**src/rtl/read_req_sched.sv**
```systemverilog
`default_nettype none
// ============================================================================
//  Module      : read_req_sched
//  Description : Two-requester round-robin scheduler for the shared RAM read
//                port. Credit accounting keeps in-flight reads plus buffered
//                entries within the read buffer depth, and a tag FIFO tracks
//                which requester owns the buffer head entry.
//  Revision    : 1.0 - initial release
// ============================================================================
module read_req_sched #(
    parameter int AW       = 8,
    parameter int RAM_LAT  = 2,
    parameter int RB_DEPTH = 2
) (
    input  logic                            CLK,
    input  logic                            RST,
    input  logic [1:0]                      req,
    input  logic [AW-1:0]                   addr0,
    input  logic [AW-1:0]                   addr1,
    output logic [1:0]                      gnt,
    output logic                            ram_rd,
    output logic [AW-1:0]                   ram_addr,
    input  logic                            ram_dvalid,
    input  logic                            rb_re,
    output logic                            rb_tag,
    output logic                            rb_empty,
    output logic [$clog2(RB_DEPTH+1)-1:0]   credits,
    output logic                            err
);

    localparam int c_CW = $clog2(RB_DEPTH + 1);
    localparam int c_PW = (RB_DEPTH > 1) ? $clog2(RB_DEPTH) : 1;

    logic [c_CW-1:0]    r_credits;
    logic               r_last;       // 1: requester 1 was granted most recently
    logic               r_ram_rd;
    logic [AW-1:0]      r_ram_addr;
    logic               r_issue_tag;  // tag travelling alongside ram_rd
    logic [RAM_LAT-1:0] r_pv;         // predicted-valid pipe
    logic [RAM_LAT-1:0] r_pt;         // predicted-tag pipe
    logic               r_fifo [RB_DEPTH];
    logic [c_PW-1:0]    r_rd_ptr;
    logic [c_PW-1:0]    r_wr_ptr;
    logic [c_CW-1:0]    r_count;
    logic               r_err;

    logic [1:0]         w_gnt;
    logic               w_grant;
    logic               w_win;
    logic               w_pred_v;
    logic               w_pred_tag;
    logic               w_empty;
    logic               w_push;
    logic               w_pop;

    // Round-robin grant: only with a free credit; on contention the requester
    // that did not win last time goes first. Held low during reset.
    always_comb begin
        w_gnt = 2'b00;
        if (!RST && (r_credits != '0)) begin
            case (req)
                2'b01:   w_gnt = 2'b01;
                2'b10:   w_gnt = 2'b10;
                2'b11:   w_gnt = r_last ? 2'b01 : 2'b10;
                default: w_gnt = 2'b00;
            endcase
        end
    end

    assign w_grant    = |w_gnt;
    assign w_win      = w_gnt[1];
    assign w_pred_v   = r_pv[RAM_LAT-1];
    assign w_pred_tag = r_pt[RAM_LAT-1];
    assign w_empty    = (r_count == '0);
    // Only a read we actually issued may fill the buffer.
    assign w_push     = ram_dvalid & w_pred_v;
    // Popping an empty FIFO is a protocol error and is ignored, even when a
    // push lands in the same cycle.
    assign w_pop      = rb_re & ~w_empty;

    // Issue register: strobe, address and tag for the cycle after a grant.
    always_ff @(posedge CLK or posedge RST) begin
        if (RST) begin
            r_ram_rd    <= 1'b0;
            r_ram_addr  <= '0;
            r_issue_tag <= 1'b0;
            r_last      <= 1'b1;
        end else begin
            r_ram_rd <= w_grant;
            if (w_grant) begin
                r_ram_addr  <= w_win ? addr1 : addr0;
                r_issue_tag <= w_win;
                r_last      <= w_win;
            end
        end
    end

    // Prediction pipe: valid/tag emerge exactly RAM_LAT cycles after ram_rd.
    always_ff @(posedge CLK or posedge RST) begin
        if (RST) begin
            r_pv <= '0;
            r_pt <= '0;
        end else begin
            r_pv[0] <= r_ram_rd;
            r_pt[0] <= r_issue_tag;
            for (int i = 1; i < RAM_LAT; i++) begin
                r_pv[i] <= r_pv[i-1];
                r_pt[i] <= r_pt[i-1];
            end
        end
    end

    // Tag FIFO mirroring the read buffer contents.
    always_ff @(posedge CLK or posedge RST) begin
        if (RST) begin
            for (int i = 0; i < RB_DEPTH; i++) begin
                r_fifo[i] <= 1'b0;
            end
            r_rd_ptr <= '0;
            r_wr_ptr <= '0;
            r_count  <= '0;
        end else begin
            if (w_push) begin
                r_fifo[r_wr_ptr] <= w_pred_tag;
                r_wr_ptr <= (r_wr_ptr == c_PW'(RB_DEPTH - 1)) ? '0 : r_wr_ptr + 1'b1;
            end
            if (w_pop) begin
                r_rd_ptr <= (r_rd_ptr == c_PW'(RB_DEPTH - 1)) ? '0 : r_rd_ptr + 1'b1;
            end
            r_count <= r_count + c_CW'(w_push) - c_CW'(w_pop);
        end
    end

    // Credits: consumed by a grant, returned by a legal pop.
    always_ff @(posedge CLK or posedge RST) begin
        if (RST) begin
            r_credits <= c_CW'(RB_DEPTH);
        end else begin
            r_credits <= r_credits - c_CW'(w_grant) + c_CW'(w_pop);
        end
    end

    // Sticky error: unexpected/missing RAM data or a pop of an empty buffer.
    always_ff @(posedge CLK or posedge RST) begin
        if (RST) begin
            r_err <= 1'b0;
        end else if ((ram_dvalid != w_pred_v) || (rb_re && w_empty)) begin
            r_err <= 1'b1;
        end
    end

    assign gnt      = w_gnt;
    assign ram_rd   = r_ram_rd;
    assign ram_addr = r_ram_addr;
    assign rb_empty = w_empty;
    assign rb_tag   = w_empty ? 1'b0 : r_fifo[r_rd_ptr];
    assign credits  = r_credits;
    assign err      = r_err;

endmodule
`default_nettype wire

```
**config.mk**
```make
export PLATFORM = sky130hd
export DESIGN_NAME = read_req_sched
export DESIGN_NICKNAME = d
export VERILOG_FILES = /design/src/rtl/read_req_sched.sv
export SDC_FILE = /design/constraint.sdc
export NUM_CORES = 1
export LEC_CHECK = 0
export ABC_CLOCK_PERIOD_IN_PS = 3200
export CELL_PAD_IN_SITES_DETAIL_PLACEMENT = 0
export CELL_PAD_IN_SITES_GLOBAL_PLACEMENT = 1
export CORE_UTILIZATION = 36
export CTS_CLUSTER_DIAMETER = 120
export DETAILED_ROUTE_END_ITERATION = 16
export PLACE_DENSITY = 0.87
export SLEW_MARGIN = 20
export SYNTH_ARGS = -nofsm -noshare
export SYNTH_HDL_FRONTEND = slang
export SYNTH_SLANG_ARGS = --single-unit
```
**constraint.sdc**
```tcl
create_clock -name CLK -period 3.2 [get_ports CLK]
set_clock_uncertainty 0.05 [all_clocks]
set_input_delay 0.32 -clock CLK [delete_from_list [all_inputs] [get_ports CLK]]
set_output_delay 0.32 -clock CLK [all_outputs]
set_load 0.005 [all_outputs]
```
==> results.txt, run 1 <==
----------------------------------------------------
[Status]
  Status ... finished, final reports clean

[Critical path]
  Worst r2r path cells ... 8
  Worst reg2reg endpoint ... credits[1]
  Worst reg2reg path startpoint ... credits[1]
  Setup crit start ... credits[1]
  Worst R2R Setup Slack ... 1.18 ns
  Crit path buffers/inverters ... 3
  Crit Path Max Fanout ... 18
  Critical path launch point type ... flip-flop
  Library cell contributing the largest single delay on the critical path ... dfstp_2
  CP Cell Sequence ... o21ba_1 > buf_4 > nand3_1 > inv_1 > clkdlybuf4s50_1
  Biggest cell delay along the critical path ... 0.58 ns
  Critical Path AT ... 1.94 ns
  Worst EP required ... 2.83 ns
  Cell family with most CP delay ... buffers and inverters
  Critical path class ... reg -> out
  Critical path endpoint category ... output port

[Clock network]
  Total of hold buffers inserted after clock tree synthesis ... 0
  TritonCTS clock tree ... built
  Clk Latency, worst-skew pair ... 0.30 ns
  Register clock-pin slew on the reported worst setup and hold paths ... 0.13 ns
  Number of buffers between clock root and the deepest sink ... 2
  CTS Buf Count ... 3
  Library cell used as clock root buffer ... clkbuf_4
  Maximum level of the CTS H-tree ... 1
  Count of instances resized after the clock tree is built ... 0
  Sinks on Clock Net ... 24
  Post-CTS setup buffer count ... 0

[Finish]
  Fin util ... between 50% and 60%
  Ratio of cells with drive above 1 in the final layout ... 8.15%
  Final net count ... around 160
  Fill cells ... 246
  Antenna Diode Count ... 0
  Area growth from synthesis to layout ... 37.0%

[Floorplanning]
  Die boundary width ... 57.2 um
  Vert. Die Dim ... 57.2 um
  Rows ... 19
  Initial standard-cell utilization of the core ... 38.7%
  Die area ... ~3300 um^2
  Total core area ... roughly 2800 um^2
  I/O pin cnt ... 38

[Synth]
  Top cells by instance count after synthesis ... dfrtp_1, nand3_1, o21ai_0, a21oi_1, a31oi_1
  Mapped Avg Cell Area ... between 10 and 15 um^2
  Top FF cell, synth ... dfrtp_1
  Count leader, synth ... dfrtp_1
  #FFs+latches synth ... 24
  Number of synthesized flops with an enable pin ... 0
  Number of instances in the synthesized netlist ... 97
  Yosys warning total ... 0
  Leading area contributor after synthesis ... dfrtp_1
  Cell types occupying the most area after synthesis ... dfrtp_1, ha_1, dfstp_2
  Register area share after synthesis ... 55.0%
  Async set-or-reset flop fraction in the synthesized netlist ... 100%
  Post-Synthesis Cell Area ... 1100 um^2
  Post-synthesis net count ... 124
  Synth unique cells ... 26
  Share of the synthesized area in the top cell type ... 50.2%

[Timing]
  Highest clock rate ... 433 MHz
  Crit share post-route ... 72.2%
  Max-slew violation total from the final report ... 0
  Endpoints failing setup ... 0
  Final-report hold violation count ... 0
  Post-layout minimum cycle time ... between 2 and 2.5 ns
  Least-Margin Pin Slew ... 0.883 ns
  Setup repair after global routing missed its margin ... no
  Final TNS setup ... 0 ns
  Relative max-transition margin ... 41.0%

[Pwr]
  Total power density per cell area ... 319 nW/um^2
  Net Sw Power ... 0.101 mW
  Reg power frac ... 63.4%
  Fraction of power consumed by the clock network ... 27.8%
  Leakage component of the power ... between 0.7 and 0.8 nW
  Combinational fraction of design power ... 8.8%
  Internal power ... between 0.3 and 0.4 mW
  IR Drop Worst-Case VDD ... 0.166 mV
  Switching part of the total power ... 21.1%

[Run]
  Number of max-cap violations ... 0

[Placement]
  Final weighted congestion in routability-driven placement ... about 0.80
  Post-detailed-placement half-perimeter wirelength ... ~1700 um
  Number of port buffers ... 37

[Min path]
  Endpoint with the worst hold slack ... r_pv[1]
  WHS Path Cells ... 0
  Min-Delay Path Class ... reg -> reg
  Worst min-delay path startpoint ... r_pv[0]

[Routing]
  Total iterations of the first detailed-routing run ... 4
  Drt via density ... 5.30
  Via count ... 879
  DRC violations left ... 0
  Detailed router's first-iteration violation count ... 24
  Total wire length ... ~2300 um
  Antenna violation net count after detailed routing ... 0
  Average wire per standard cell ... 13.6 um

[GRT]
  Global-route wire length before repair ... 3830 um
  Aggregate global routing overflow ... 0
  Aggregate global-route resource usage ... ~15%
  Number of global-route vias before repair ... 894
  Antenna violations before repair ... 0
  Pin count of the biggest net entering global routing ... 25

----------------------------------------------------
-- flip-flops by register name, summed over array words and instances, names as in the netlist --
signal       flops
r_fifo           2
r_count          2
r_last           1
r_rd_ptr         1
r_pt             2
ram_addr         8
r_issue_tag      1
ram_rd           1
err              1
credits          2
r_pv             2
r_wr_ptr         1
-- worst register-to-register path: cells and delay by family, from the launching register on --
kind,cells,cell delay [ns]
AO/OA/AOI/OAI,1,0.14
XOR/XNOR,2,0.27
adder cells (fa/ha/maj),2,0.40
buffers and inverters,2,0.27
flip-flops,1,0.58
AND/OR/NAND/NOR,1,0.25
-- worst max path at each step --
stage | end | cells past startpoint
floorplan | credits[1] | 9
global placement | credits[1] | 8
detailed placement | credits[1] | 8
CTS | gnt[0] | 5
global route | gnt[0] | 5
finish | gnt[0] | 5
-- cells by family (layout without fill, tap and decap cells) --
logic type	after synthesis	count (layout)	synth area share (%)
AOI/OAI and AO/OA	32	32	18.3
xor gates and xnor gates	6	6	4.79
adders and majority gates	5	5	5.71
buffers and inverters	10	48	5.48
DFF	24	24	55.0
muxes	3	3	2.97
and+or+nand+nor	17	17	7.76
-- per-stage QoR --
| step | cell area [um^2] | total power, mW | hold WS [ns] | cells | worst slack (ns) |
|---|---|---|---|---|---|
| floorplan | 1100 | 0.323 | 0.281 | 97 | 1.36 |
| global placement | 1480 | 0.351 | 0.290 | 162 | 0.902 |
| detailed placement | 1480 | 0.351 | 0.286 | 162 | 0.861 |
| CTS | 1500 | 0.483 | 0.316 | 166 | 0.867 |
| global route | 1500 | 0.498 | 0.320 | 166 | 0.762 |
| finish | 1500 | 0.479 | 0.313 | 166 | 0.889 |
-- cell type report --
| type | instances | area, um^2 | area share (%) |
|---|---|---|---|
| Timing Repair Buffer | 38 | 378 | 25.2 |
| Clock buffer | 4 | 26.3 | 1.75 |
| Multi-Input combinational cell | 63 | 433 | 28.8 |
| Sequential cell | 24 | 603 | 40.2 |
| Tap cell | 31 | 38.8 | 2.58 |
| Inverter | 6 | 22.5 | 1.50 |
-- metal layers --
layer,vias to the layer above,global-route usage (%),wire (um)
met5,-,0,0
met3,2,3.40,131
met1,430,18.1,985
met2,29,26.9,1130
met4,0,4.18,12
li1,418,-,-
-- placed cells by master (no fill, tap or decap), types with 2 or more instances in the layout --
cell / netlist / routed
dfstp_2: 2 / 2
xnor2_1: 5 / 5
clkbuf_4: 0 / 3
dfrtp_1: 22 / 22
o21ai_0: 9 / 9
a21oi_1: 8 / 8
a21o_1: 2 / 2
a31oi_1: 7 / 7
clkdlybuf4s50_1: 0 / 37
ha_1: 5 / 5
nand3_1: 9 / 9
nor2_1: 4 / 4
mux2_2: 2 / 2
inv_1: 6 / 6
-- power by group through the flow --
stage	logic (mW)	clock network (mW)	registers, mW
after floorplan	0.0137	0	0.309
after global placement	0.0417	0	0.309
after detailed placement	0.0424	0	0.309
after CTS	0.0426	0.137	0.303
after global routing	0.0459	0.149	0.303
final	0.0422	0.133	0.303
Note: power is estimated with default switching activity, not from simulation.
==> inputs of run 2 (changes only) <==
- ABC_CLOCK_PERIOD_IN_PS: 3200 -> 2360
- CORE_UTILIZATION: 36 -> 33
- PLACE_DENSITY: 0.87 -> 0.81
- clock period: 3.2 -> 2.36 ns (I/O delays scaled with it)
==> run 2 against run 1 <==
  * Clock power is 120% higher
  * Sequential power is 36% higher
  * Largest power group unchanged
  * Non-clock buffer count is 2 higher
  * First-iteration DRC count is 25% lower
  * Power is 59% higher
  * Die area is 8.8% higher
==> results.txt, run 2 (synthesis gave the netlist of run 1 again) <==
----------------------------------------------------
[Status]
  Status ... finished, final reports clean

[Timing]
  Final-report hold violation count ... 0 (unchanged)
  Post-layout minimum cycle time ... around 2.2 ns
  Relative max-transition margin ... 60.1% (+19 points)
  Highest clock rate ... ~460 MHz
  Worst hold slack ... 0.214 ns (-0.0988 ns)
  Max-slew violation total from the final report ... 0 (unchanged)
  Crit share post-route ... 92.2%
  Endpoints failing setup ... 0 (unchanged)
  Final TNS setup ... 0 ns (unchanged)
  Setup repair after global routing missed its margin ... no
  Least-Margin Pin Slew ... 0.597 ns (-0.287 ns)

[Floorplanning]
  Rows ... 20 (+1)
  Total core area ... 3100 um^2 (+9.7%)
  Initial standard-cell utilization of the core ... 35.3% (-3.4 points)
  Die area ... 3560 um^2 (+8.8%)
  I/O pin cnt ... 38 (unchanged)
  Die boundary width ... 59.6 um (+4.3%)
  Vert. Die Dim ... 59.6 um (+4.3%)

[Pwr]
  Leakage component of the power ... 0.728 nW (+3.2%)
  Fraction of power consumed by the clock network ... 38.0% (+10 points)
  Switching part of the total power ... 18.5% (-2.6 points)
  Total chip power ... 0.761 mW (+59%)
  Internal power ... 0.620 mW (+64%)
  Net Sw Power ... 0.141 mW (+39%)
  Reg power frac ... 54.1% (-9.3 points)
  Total power density per cell area ... 488 nW/um^2 (+53%)
  Combinational fraction of design power ... 7.9% (-0.9 points)
  IR Drop Worst-Case VDD ... 0.207 mV (+25%)

[Critical path]
  Worst R2R Setup Slack ... 0.51 ns (-0.67 ns)
  Critical path class ... reg -> out
  Critical path launch point type ... flip-flop
  Worst EP required ... 2.07 ns (-0.76 ns)
  Crit Path Max Fanout ... 9 (-9)
  Critical path endpoint category ... output port
  Critical Path AT ... 1.89 ns (-0.05 ns)

[Finish]
  Most frequent cells in the layout ... clkdlybuf4s50_1, dfrtp_1, nand3_1, o21ai_0, a21oi_1
  Commonest non-fill, non-tap cell in the layout ... clkdlybuf4s50_1
  Ratio of cells with drive above 1 in the final layout ... 10.2% (+2.1 points)
  Antenna Diode Count ... 0 (unchanged)
  Area growth from synthesis to layout ... 42.2%
  Number of flip-flops under the largest register name ... 8 (unchanged)
  Final net count ... 165 (+1.2%)

[Clock network]
  Library cell used as clock root buffer ... clkbuf_4
  Number of buffers between clock root and the deepest sink ... 2 (unchanged)
  Post-CTS setup buffer count ... 0 (unchanged)
  TritonCTS clock tree ... built
  CTS Buf Count ... 3 (unchanged)
  Clk Latency, worst-skew pair ... 0.31 ns (about the same)
  Sinks on Clock Net ... 24 (unchanged)
  Total of hold buffers inserted after clock tree synthesis ... 0 (unchanged)
  Count of instances resized after the clock tree is built ... 0 (unchanged)
  Maximum level of the CTS H-tree ... 1 (unchanged)
  Register clock-pin slew on the reported worst setup and hold paths ... 0.14 ns (about the same)

[Placement]
  Number of port buffers ... 37 (unchanged)
  Final weighted congestion in routability-driven placement ... 0.789 (-0.87%)
  Post-detailed-placement half-perimeter wirelength ... 1760 um (+4.2%)

[Routing]
  DRC violations left ... 0 (unchanged)
  Total iterations of the first detailed-routing run ... 4 (unchanged)
  Detailed router's first-iteration violation count ... 18 (-25%)
  Antenna violation net count after detailed routing ... 0 (unchanged)
  Via count ... 864 (-1.7%)
  Total wire length ... 2250 um (about the same)
  Average wire per standard cell ... 12.4 um (-8.4%)
  Drt via density ... 4.77 (-9.9%)

[Run]
  Number of max-cap violations ... 0 (unchanged)

[Min path]
  Min-Delay Path Class ... in -> async

[GRT]
  Global-route wire length before repair ... 3750 um (-2.0%)
  Aggregate global routing overflow ... 0 (unchanged)
  Aggregate global-route resource usage ... 14.3% (-0.74 points)
  Pin count of the biggest net entering global routing ... 17 (-32%)
  Antenna violations before repair ... 0 (unchanged)
  Number of global-route vias before repair ... 868 (-2.9%)

----------------------------------------------------
[run 2: cell types whose count changed in the layout (fill, tap and decap cells not counted), sizes merged]
cell / previous run / this run
clkbuf: 4 / 3
buf: 1 / 3
bufinv: 0 / 1
[run 2: critical path, cell delays in order (launching register included)]
cell and delay (ns):
dfstp_2 0.58, o21bai_1 0.22, nor2_1 0.25, clkdlybuf4s50_1 0.54
[run 2: final cells by class]
cell class | instances | area, um^2
flip-flops and latches | 24 | 603
clock inverters | 1 | 30.0
clock buffers | 3 | 22.5
well taps | 44 | 55.1
multi-input cells | 63 | 433
inverters | 6 | 22.5
repair buffers | 40 | 393
fillers | 309 | 1540
[run 2: through the flow]
stage / instance area [um^2] / std cells / util [%] / setup slack [ns]
floorplan: 1100 / 97 / - / 0.518
global placement: 1510 / 177 / 48.5 / 0.317
detailed placement: 1510 / 177 / 48.5 / 0.303
CTS: 1560 / 181 / 50.2 / 0.142
global route: 1560 / 181 / 50.2 / 0.0351
finish: 1560 / 181 / 50.2 / 0.184
[run 2: power by group through the flow]
stage	Sequential (mW)	Combinational, mW	Clock, mW
6_report	0.411	0.0600	0.289
3_3_place_gp	0.419	0.0596	0
3_5_place_dp	0.419	0.0605	0
4_1_cts	0.411	0.0607	0.301
5_1_grt	0.412	0.0652	0.321
2_1_floorplan	0.419	0.0186	0
[run 2: layer usage]
layer / part of all wire (%) / track usage [%] / vias to the layer above
met4: 0 / 2.99 / 0
li1: - / - / 423
met1: 46 / 18.3 / 410
met5: 0 / 0 / -
met2: 48 / 24.4 / 31
met3: 5.5 / 3.49 / 0
[run 2: worst paths after layout]
kind / from / endpoint / cells past startpoint
max: credits[1] / gnt[1] / 3
min: RST / err / 2
min reg2reg: r_pt[0] / r_pt[1] / 0
max in group asynchronous: RST / r_last / 3
max reg2reg: r_count[1] / r_count[1] / 7
min in group CLK: r_pt[0] / r_pt[1] / 0
